[config.mk]
export PLATFORM = sky130hd
export DESIGN_NAME = lsu_ctrl_flat
export DESIGN_NICKNAME = d
export VERILOG_FILES = /design/src/rtl/lsu_ctrl_if.sv /design/src/rtl/lsu_ctrl.sv /design/src/flat_wrapper.sv
export SDC_FILE = /design/constraint.sdc
export NUM_CORES = 1
export LEC_CHECK = 0
export ABC_CLOCK_PERIOD_IN_PS = 2700
export CAP_MARGIN = 20
export CORE_ASPECT_RATIO = 1.4
export CORE_MARGIN = 2
export CORE_UTILIZATION = 45
export CTS_CLUSTER_SIZE = 8
export DETAILED_ROUTE_END_ITERATION = 16
export PLACE_DENSITY = 0.81
export RECOVER_POWER = 25
export SLEW_MARGIN = 40
export SYNTH_ARGS = -nofsm -noshare
export SYNTH_HDL_FRONTEND = slang
export SYNTH_SLANG_ARGS = --single-unit
[constraint.sdc]
create_clock -name clk -period 2.7 [get_ports clk]
set_input_delay 0.54 -clock clk [delete_from_list [all_inputs] [get_ports clk]]
set_output_delay 0.54 -clock clk [all_outputs]
set_load 0.05 [all_outputs]
[src/rtl/lsu_ctrl_if.sv]
// Datapath and memory-side signals of the load/store controller, bundled into one interface.
// The controller connects through the slave modport; the datapath/memory model uses master.
interface lsu_ctrl_if;
    logic        re;
    logic        we;
    logic [2:0]  funct3;
    logic [31:0] addr;
    logic [31:0] wdata;
    logic        stall;
    logic        done;
    logic        err;
    logic [31:0] load_data;
    logic        mem_req;
    logic        mem_wr;
    logic [31:0] mem_addr;
    logic [3:0]  mem_wstrb;
    logic [31:0] mem_wdata;
    logic        mem_ack;
    logic [31:0] mem_rdata;

    modport slave (
        input  re, we, funct3, addr, wdata, mem_ack, mem_rdata,
        output stall, done, err, load_data,
        output mem_req, mem_wr, mem_addr, mem_wstrb, mem_wdata
    );

    modport master (
        output re, we, funct3, addr, wdata, mem_ack, mem_rdata,
        input  stall, done, err, load_data,
        input  mem_req, mem_wr, mem_addr, mem_wstrb, mem_wdata
    );
endinterface

[src/rtl/lsu_ctrl.sv]
// Load/store unit controller: validates a datapath access, runs one word-wide memory
// transaction with a timeout, and returns extended load data with a done/err pulse.
//
// state | meaning
// IDLE  | waiting for re/we; illegal requests are rejected here with a comb err pulse
// BUSY  | mem_req held, waiting for mem_ack or the timeout
// RESP  | one-cycle done pulse (err if timed out), then back to IDLE
module lsu_ctrl #(
    parameter int unsigned TIMEOUT = 15
) (
    input logic       clk,
    input logic       rst_n,
    lsu_ctrl_if.slave bus_io
);

    localparam logic [1:0] IDLE = 2'd0;
    localparam logic [1:0] BUSY = 2'd1;
    localparam logic [1:0] RESP = 2'd2;

    localparam logic [7:0] TMO_LAST = 8'(TIMEOUT - 1);

    logic [1:0]  state_q, state_d;
    logic [7:0]  cnt_q, cnt_d;
    logic        err_flag_q, err_flag_d;
    logic [2:0]  f3_q, f3_d;
    logic [1:0]  off_q, off_d;
    logic        mem_wr_q, mem_wr_d;
    logic [31:0] mem_addr_q, mem_addr_d;
    logic [3:0]  mem_wstrb_q, mem_wstrb_d;
    logic [31:0] mem_wdata_q, mem_wdata_d;
    logic [31:0] load_data_q, load_data_d;

    logic        is_load, is_store, legal_f3, misaligned, accept, reject;
    logic [3:0]  lane_strb;
    logic [31:0] lane_wdata;
    logic [31:0] rd_shift;
    logic [7:0]  rd_byte;
    logic [15:0] rd_half;
    logic [31:0] load_ext;

    always_comb begin
        is_load  = bus_io.re & ~bus_io.we;
        is_store = bus_io.we & ~bus_io.re;
        legal_f3 = 1'b0;
        if (is_load) begin
            legal_f3 = (bus_io.funct3 == 3'b000) || (bus_io.funct3 == 3'b001) ||
                       (bus_io.funct3 == 3'b010) || (bus_io.funct3 == 3'b100) ||
                       (bus_io.funct3 == 3'b101);
        end else if (is_store) begin
            legal_f3 = (bus_io.funct3 == 3'b000) || (bus_io.funct3 == 3'b001) ||
                       (bus_io.funct3 == 3'b010);
        end
        misaligned = ((bus_io.funct3[1:0] == 2'b10) && (bus_io.addr[1:0] != 2'b00)) ||
                     ((bus_io.funct3[1:0] == 2'b01) && bus_io.addr[0]);
        accept = (state_q == IDLE) && legal_f3 && !misaligned;
        reject = (state_q == IDLE) && (bus_io.re | bus_io.we) && !accept;
    end

    always_comb begin
        lane_strb  = 4'b1111;
        lane_wdata = bus_io.wdata;
        case (bus_io.funct3[1:0])
            2'b00: begin
                lane_strb  = 4'b0001 << bus_io.addr[1:0];
                lane_wdata = {4{bus_io.wdata[7:0]}};
            end
            2'b01: begin
                lane_strb  = 4'b0011 << {bus_io.addr[1], 1'b0};
                lane_wdata = {2{bus_io.wdata[15:0]}};
            end
            default: ;
        endcase
    end

    // Extraction uses the offset/size latched at issue, not the live datapath inputs.
    always_comb begin
        rd_shift = bus_io.mem_rdata >> {off_q, 3'b000};
        rd_byte  = rd_shift[7:0];
        rd_half  = off_q[1] ? bus_io.mem_rdata[31:16] : bus_io.mem_rdata[15:0];
        case (f3_q)
            3'b000:  load_ext = {{24{rd_byte[7]}}, rd_byte};
            3'b001:  load_ext = {{16{rd_half[15]}}, rd_half};
            3'b100:  load_ext = {24'd0, rd_byte};
            3'b101:  load_ext = {16'd0, rd_half};
            default: load_ext = bus_io.mem_rdata;
        endcase
    end

    always_comb begin
        state_d     = state_q;
        cnt_d       = cnt_q;
        err_flag_d  = err_flag_q;
        f3_d        = f3_q;
        off_d       = off_q;
        mem_wr_d    = mem_wr_q;
        mem_addr_d  = mem_addr_q;
        mem_wstrb_d = mem_wstrb_q;
        mem_wdata_d = mem_wdata_q;
        load_data_d = load_data_q;
        case (state_q)
            IDLE: begin
                if (accept) begin
                    state_d     = BUSY;
                    cnt_d       = 8'd0;
                    err_flag_d  = 1'b0;
                    f3_d        = bus_io.funct3;
                    off_d       = bus_io.addr[1:0];
                    mem_wr_d    = is_store;
                    mem_addr_d  = {bus_io.addr[31:2], 2'b00};
                    mem_wstrb_d = is_store ? lane_strb : 4'b0000;
                    mem_wdata_d = lane_wdata;
                end
            end
            BUSY: begin
                if (bus_io.mem_ack) begin
                    state_d = RESP;
                    cnt_d   = 8'd0;
                    if (!mem_wr_q) load_data_d = load_ext;
                end else if (cnt_q == TMO_LAST) begin
                    state_d     = RESP;
                    cnt_d       = 8'd0;
                    err_flag_d  = 1'b1;
                    load_data_d = 32'd0;
                end else begin
                    cnt_d = cnt_q + 8'd1;
                end
            end
            RESP:    state_d = IDLE;
            default: state_d = IDLE;
        endcase
    end

    always_ff @(posedge clk or negedge rst_n) begin
        if (!rst_n) begin
            state_q     <= IDLE;
            cnt_q       <= 8'd0;
            err_flag_q  <= 1'b0;
            f3_q        <= 3'd0;
            off_q       <= 2'd0;
            mem_wr_q    <= 1'b0;
            mem_addr_q  <= 32'd0;
            mem_wstrb_q <= 4'd0;
            mem_wdata_q <= 32'd0;
            load_data_q <= 32'd0;
        end else begin
            state_q     <= state_d;
            cnt_q       <= cnt_d;
            err_flag_q  <= err_flag_d;
            f3_q        <= f3_d;
            off_q       <= off_d;
            mem_wr_q    <= mem_wr_d;
            mem_addr_q  <= mem_addr_d;
            mem_wstrb_q <= mem_wstrb_d;
            mem_wdata_q <= mem_wdata_d;
            load_data_q <= load_data_d;
        end
    end

    assign bus_io.mem_req   = (state_q == BUSY);
    assign bus_io.stall     = accept || (state_q == BUSY);
    assign bus_io.done      = (state_q == RESP);
    assign bus_io.err       = reject || ((state_q == RESP) && err_flag_q);
    assign bus_io.load_data = load_data_q;
    assign bus_io.mem_wr    = mem_wr_q;
    assign bus_io.mem_addr  = mem_addr_q;
    assign bus_io.mem_wstrb = mem_wstrb_q;
    assign bus_io.mem_wdata = mem_wdata_q;

endmodule

[src/flat_wrapper.sv]
// flat-port wrapper written by rule: the top's interface ports become plain ports
module lsu_ctrl_flat 
#(
    parameter int unsigned TIMEOUT = 15
)
  (clk, rst_n, bus_io_re, bus_io_we, bus_io_funct3, bus_io_addr, bus_io_wdata, bus_io_mem_ack, bus_io_mem_rdata, bus_io_stall, bus_io_done, bus_io_err, bus_io_load_data, bus_io_mem_req, bus_io_mem_wr, bus_io_mem_addr, bus_io_mem_wstrb, bus_io_mem_wdata);
  lsu_ctrl_if bus_io_i ();
  input logic clk;
  input logic rst_n;
  input wire logic [$bits(bus_io_i.re)-1:0] bus_io_re;
  input wire logic [$bits(bus_io_i.we)-1:0] bus_io_we;
  input wire logic [$bits(bus_io_i.funct3)-1:0] bus_io_funct3;
  input wire logic [$bits(bus_io_i.addr)-1:0] bus_io_addr;
  input wire logic [$bits(bus_io_i.wdata)-1:0] bus_io_wdata;
  input wire logic [$bits(bus_io_i.mem_ack)-1:0] bus_io_mem_ack;
  input wire logic [$bits(bus_io_i.mem_rdata)-1:0] bus_io_mem_rdata;
  output wire logic [$bits(bus_io_i.stall)-1:0] bus_io_stall;
  output wire logic [$bits(bus_io_i.done)-1:0] bus_io_done;
  output wire logic [$bits(bus_io_i.err)-1:0] bus_io_err;
  output wire logic [$bits(bus_io_i.load_data)-1:0] bus_io_load_data;
  output wire logic [$bits(bus_io_i.mem_req)-1:0] bus_io_mem_req;
  output wire logic [$bits(bus_io_i.mem_wr)-1:0] bus_io_mem_wr;
  output wire logic [$bits(bus_io_i.mem_addr)-1:0] bus_io_mem_addr;
  output wire logic [$bits(bus_io_i.mem_wstrb)-1:0] bus_io_mem_wstrb;
  output wire logic [$bits(bus_io_i.mem_wdata)-1:0] bus_io_mem_wdata;
  assign bus_io_i.re = bus_io_re;
  assign bus_io_i.we = bus_io_we;
  assign bus_io_i.funct3 = bus_io_funct3;
  assign bus_io_i.addr = bus_io_addr;
  assign bus_io_i.wdata = bus_io_wdata;
  assign bus_io_i.mem_ack = bus_io_mem_ack;
  assign bus_io_i.mem_rdata = bus_io_mem_rdata;
  assign bus_io_stall = bus_io_i.stall;
  assign bus_io_done = bus_io_i.done;
  assign bus_io_err = bus_io_i.err;
  assign bus_io_load_data = bus_io_i.load_data;
  assign bus_io_mem_req = bus_io_i.mem_req;
  assign bus_io_mem_wr = bus_io_i.mem_wr;
  assign bus_io_mem_addr = bus_io_i.mem_addr;
  assign bus_io_mem_wstrb = bus_io_i.mem_wstrb;
  assign bus_io_mem_wdata = bus_io_i.mem_wdata;
  lsu_ctrl #(.TIMEOUT(TIMEOUT)) u_core (.clk(clk), .rst_n(rst_n), .bus_io(bus_io_i));
endmodule
* Word-level counts from Yosys, hierarchy flattened
Cells that the tools add are included.
Word-level totals: flip-flop bits (word level) 115, input bits 104, output and inout port bits 105, logic and storage cells 86
Cells by class: $add $sub $neg 1, equal/unequal tests 17, shifts and indexed selects 3, multiplexer cells 22, bitwise gates (word level) 5, reduce and logical (&&, ||, !) cells 28
Operator list (number):
- case mux 32 bit (4 select lines) | 1
- 2-to-1 mux 32 bit | 3
- case mux 32 bit (2 select lines) | 1
- right shift 32 x 5 -> 8 bit | 1
- 2-to-1 mux 8 bit | 3
- 2-to-1 mux 16 bit | 1
- case mux 8 bit (2 select lines) | 1
- equality test 3 bit (second input constant) | 4
- adder 8 x 1 -> 8 bit (second input constant) | 1
- equality test 8 x 4 -> 1 bit (second input constant) | 1
- case mux 4 bit (2 select lines) | 1
- logical AND 1 bit | 7
- logical OR 1 bit | 7
- equality test 3 x 1 -> 1 bit (second input constant) | 2
- logical NOT 3 bit | 2
- 2-to-1 mux 2 bit | 3
- AND reduction 2 bit | 3
- nonzero test 2 bit | 3
- 2-to-1 mux 1 bit | 5
- equality test 2 x 1 -> 1 bit (second input constant) | 2
- equality test 2 bit (second input constant) | 2
- logical NOT 2 bit | 2
- 2-to-1 mux 4 bit | 1
- inequality test 2 x 1 -> 1 bit (second input constant) | 2
- 13 further kinds | 17

* Logic depth before layout (Yosys ltp)
depth in word-level cells 11, mapped depth 7, gate-level depth less buffers 6

* Worst setup path after synthesis
Ideal clock, no wire load.
path type input-to-output, start input bus_io_funct3[1], end output bus_io_stall, arrival time 2152 ps, data required time 2160 ps, slack 8 ps, stages on the path 4, path buffers 1, cells stage by stage clkbuf_1 o21a_1 or4_1 a31oi_2
On the way: word-level cells in the longest chain between the ends 9, elaborated cells between the ends (all ways) 20, classes of those cells 6 x eq/ne; 2 x mux; 12 x reduce/logical
Ends and longest elaborated chain:
- start: declaration | RTL line flat_wrapper.sv:12 | input wire logic [$bits(bus_io_i.funct3)-1:0] bus_io_funct3;
- equality test 3 x 1 -> 1 bit / logical NOT 3 bit (equally long branches) | RTL line lsu_ctrl.sv:46, lsu_ctrl.sv:50
- logical OR 1 bit (2 in a row) | RTL line lsu_ctrl.sv:46, lsu_ctrl.sv:50
- logical OR 1 bit (2 in a row) | RTL line lsu_ctrl.sv:47 | (bus_io.funct3 == 3'b010) || (bus_io.funct3 == 3'b100) ||
- 2-to-1 mux 1 bit | RTL line lsu_ctrl.sv:45 | if (is_load) begin
- logical AND 1 bit | RTL line lsu_ctrl.sv:55 | accept = (state_q == IDLE) && legal_f3 && !misaligned;
- logical AND 1 bit * | RTL line lsu_ctrl.sv:55
- logical OR 1 bit * | RTL line lsu_ctrl.sv:160 | assign bus_io.stall = accept || (state_q == BUSY);
- end: declaration | RTL line flat_wrapper.sv:17 | output wire logic [$bits(bus_io_i.stall)-1:0] bus_io_stall;
Mark *: on every way between the ends. The rest lies on a longest branch, timed or not.

* Worst setup path after layout
start input bus_io_re, end output bus_io_stall
On the way: word-level cells in the longest chain between the ends 7, elaborated cells between the ends (all ways) 8, classes of those cells 2 x mux; 3 x bitwise; 3 x reduce/logical
Ends and longest elaborated chain:
- start: declaration | RTL line flat_wrapper.sv:10 | input wire logic [$bits(bus_io_i.re)-1:0] bus_io_re;
- inverter 1 bit | RTL line lsu_ctrl.sv:43 | is_store = bus_io.we & ~bus_io.re;
- bitwise AND 1 bit | RTL line lsu_ctrl.sv:43
- 2-to-1 mux 1 bit | RTL line lsu_ctrl.sv:49 | end else if (is_store) begin
- 2-to-1 mux 1 bit * | RTL line lsu_ctrl.sv:45
- logical AND 1 bit * (2 in a row) | RTL line lsu_ctrl.sv:55
- logical OR 1 bit * | RTL line lsu_ctrl.sv:160
Marked as above.

==> impl_metrics.csv <==
group,metric,value,unit
status,status,"complete, no violations",
synth,ys_async_sr_fraction,100,%
cells_and_area,antenna_cells,0,
synth,synthCells,470,
timing,fmax,380,MHz
timing,min_period,2.63,ns
synth,syn_area_per_cell,11.8,um2
global_route,grt_overflow,0,
flow_run,drv_cap,0,
synth,synth_edf_count,0,
drt,routed_wl,17.2,mm
timing,final_max_slew_viol_count,0,
clock_network,cts.sinks,115,
cells_and_area,drive_gt1_share,17.2,%
setup_path,regToRegSetupSlack,0.61,ns
cells_and_area,finalCoreUtilization,70.8,%
die,die_h,135,um
timing,period_share,97.5,%
pwr,power,9330,uW
setup_path,worst_ep_required_time,2.16,ns
cells_and_area,layout_commonest_cell,"clkdlybuf4s50_1",
place,dp_hpwl,12.5,mm
timing,finalSetupViolations,0,
clock_network,htree_num_levels,4,
global_route,gr-usage-all-layers,26.3,%
die,core_area,11900,um2
synth,ys.flop_type,"dfrtp_1",
global_route,grt_pass1_wl,27.4,mm
global_route,grt_pass1_vias,5299,
die,start_util,46.3,%
timing,finalHoldViolCount,0,
setup_path,critPathMaxFanout,3,
place,port_buffers,206,
synth,yosysSeqAreaShare,52.0,%
die,rows,47,
drt,final_antenna_net_count,0,
cells_and_area,area_growth,52.9,%
synth,synth_warnings,0,
timing,worst_pin_slew,1.24,ns
timing,rsz0062_at_grt,"false",
pwr,peakVddDrop,0.747,mV
synth,synth-seq-cells,115,
timing,fin_setup_tns,0,ns
cells_and_area,layout_common_cells,"clkdlybuf4s50_1 (197), dfrtp_1 (115), o21ai_0 (52), mux2_2 (48), mux2i_1 (34)",
clock_network,insertion_delay,0.41,ns
global_route,grt_max_degree,50,
cells_and_area,fillers,880,
die,die_x,97.7,um
place,pre_cts_ws,-0.0984,ns
pwr,power.share.switching,42.1,%
die,ios,209,
cells_and_area,regArea,2880,um2
drt,vias,4894,
clock_network,root_buffer,"clkbuf_16",
clock_network,clk_pin_slew,0.05,ns
synth,synth_cell_types,57,
pwr,p_seq_share,28.7,%
clock_network,cts_made_buffers,17,
global_route,antenna_found_initial,1,
drt,drt_iter0_markers,231,
setup_path,cp-end-kind,"output port",
drt,wl_per_cell,20.4,um
timing,clock_skew,0.00683,ns
pwr,internal_power,5400,uW
setup_path,timing.rr.end,"u_core.bus_io.load_data[13]",
setup_path,critPathKind,"input port to output port",
cells_and_area,fin_cells,844,
drt,firstDrtPassIters,5,
drt,drc,0,
drt,routed_via_density,5.80,
cells_and_area,multi_input_area,2430,um2
hold_path,hold_path_class,"input port to asynchronous set/reset pin",
pwr,power_density,1100,nW/um2
place,dp_cells,813,
clock_network,clock_path_buffers,2,
pwr,pwr-share-clk,24.4,%
setup_path,arrival,2.09,ns
pwr,p_comb_share,46.9,%
setup_path,r2r-start,"u_core.cnt_q[0]",
timing,setup_ws,0.0680,ns
clock_network,cts_tree,"built",
synth,syn_area,5530,um2
setup_path,ff2ff_path_depth,7,
place,gp_congestion,0.856,
pwr,leakage,0.00362,uW
timing,relSlewSlack,17.0,%
setup_path,start_kind,"input port",
die,dieArea,13200,um2
pwr,p_switching,3930,uW
cells_and_area,nNetsFinal,792,
## Yosys cell counts (all sizes together), types with 5 or more instances
| cell type | instances | area share [%] |
|---|---|---|
| a211oi | 7 | 1.2 |
| a21oi | 8 | 0.72 |
| a221o | 30 | 5.4 |
| a221oi | 7 | 1.1 |
| and3 | 7 | 0.79 |
| buf | 16 | 2.1 |
| clkbuf | 20 | 1.4 |
| dfrtp | 115 | 52 |
| inv | 15 | 1.0 |
| mux2 | 48 | 9.8 |
| mux2i | 34 | 6.2 |
| nand2 | 17 | 1.2 |
| nand2b | 5 | 0.57 |
| nor2 | 9 | 0.66 |
| nor4 | 8 | 0.91 |
| o21a | 10 | 1.4 |
| o21ai | 53 | 4.8 |
## worst max path at each step
stage	to	start	cells after the start
finish	bus_io_stall	bus_io_re	5
global route	bus_io_err	bus_io_re	6
CTS	bus_io_stall	bus_io_addr[1]	5
detailed placement	bus_io_stall	bus_io_funct3[0]	5
global placement	bus_io_stall	bus_io_funct3[1]	5
floorplan	bus_io_stall	bus_io_funct3[1]	4
## registers in the layout, indices dropped and copies added (netlist names)
signal	flops
u_core.bus_io.load_data	32
u_core.f3_q	3
u_core.off_q	2
u_core.cnt_q	8
u_core.bus_io.mem_addr	30
u_core.state_q	2
u_core.err_flag_q	1
u_core.bus_io.mem_wdata	32
u_core.bus_io.mem_wstrb	4
u_core.bus_io.mem_wr	1
## power groups by stage
stage	combinational, uW	clock (uW)	sequential [uW]
after global routing	4550	2390	2740
final	4380	2280	2670
after CTS	4400	2310	2670
after floorplan	964	0	4440
after detailed placement	4370	0	2690
after global placement	4300	0	2660
## per-layer routing
metal	vias up	share of wire, %	global-route usage (%)
met2	226	53	46.8
met4	2	4.7	14.4
met1	2405	35	27.9
met3	55	6.8	7.89
met5	-	0.064	0
li1	2206	-	-
## critical path: stages
cell	delay, ns
clkdlybuf4s50_1	0.47
nand2b_1	0.22
or4_4	0.46
a31oi_4	0.24
buf_12	0.17
## per-stage QoR
step / hold slack, ns / area, um2
floorplan: 0.244 / 5530
global placement: 0.485 / 7840
detailed placement: 0.481 / 7840
CTS: 0.172 / 8460
global route: 0.490 / 8450
finish: 0.382 / 8450
## cells by family after synthesis
logic type      share of synthesized area [%]
xor+xnor                                0.317
flops                                    52.0
buf+inv                                  4.57
simple gates                             8.05
fa+ha+maj                               0.452
other cells                            0.0678
compound gates                           18.2
mux                                      16.3
## layout make-up
cell class,count,share of cell area (%)
clock buffer,20,5.52
clock inverter,10,1.57
inverter,16,0.710
multi-input combinational,304,28.7
sequential,115,34.0
tap,147,2.18
timing repair buffer,232,27.2
## repair_timing
action,CTS,global route
hold buffers,0,0
gates cloned,0,0
resized for setup,4,4
pin swaps,2,2
setup buffers,1,0
setup endpoints to repair,1,4
(Power assumes the default switching activity.)
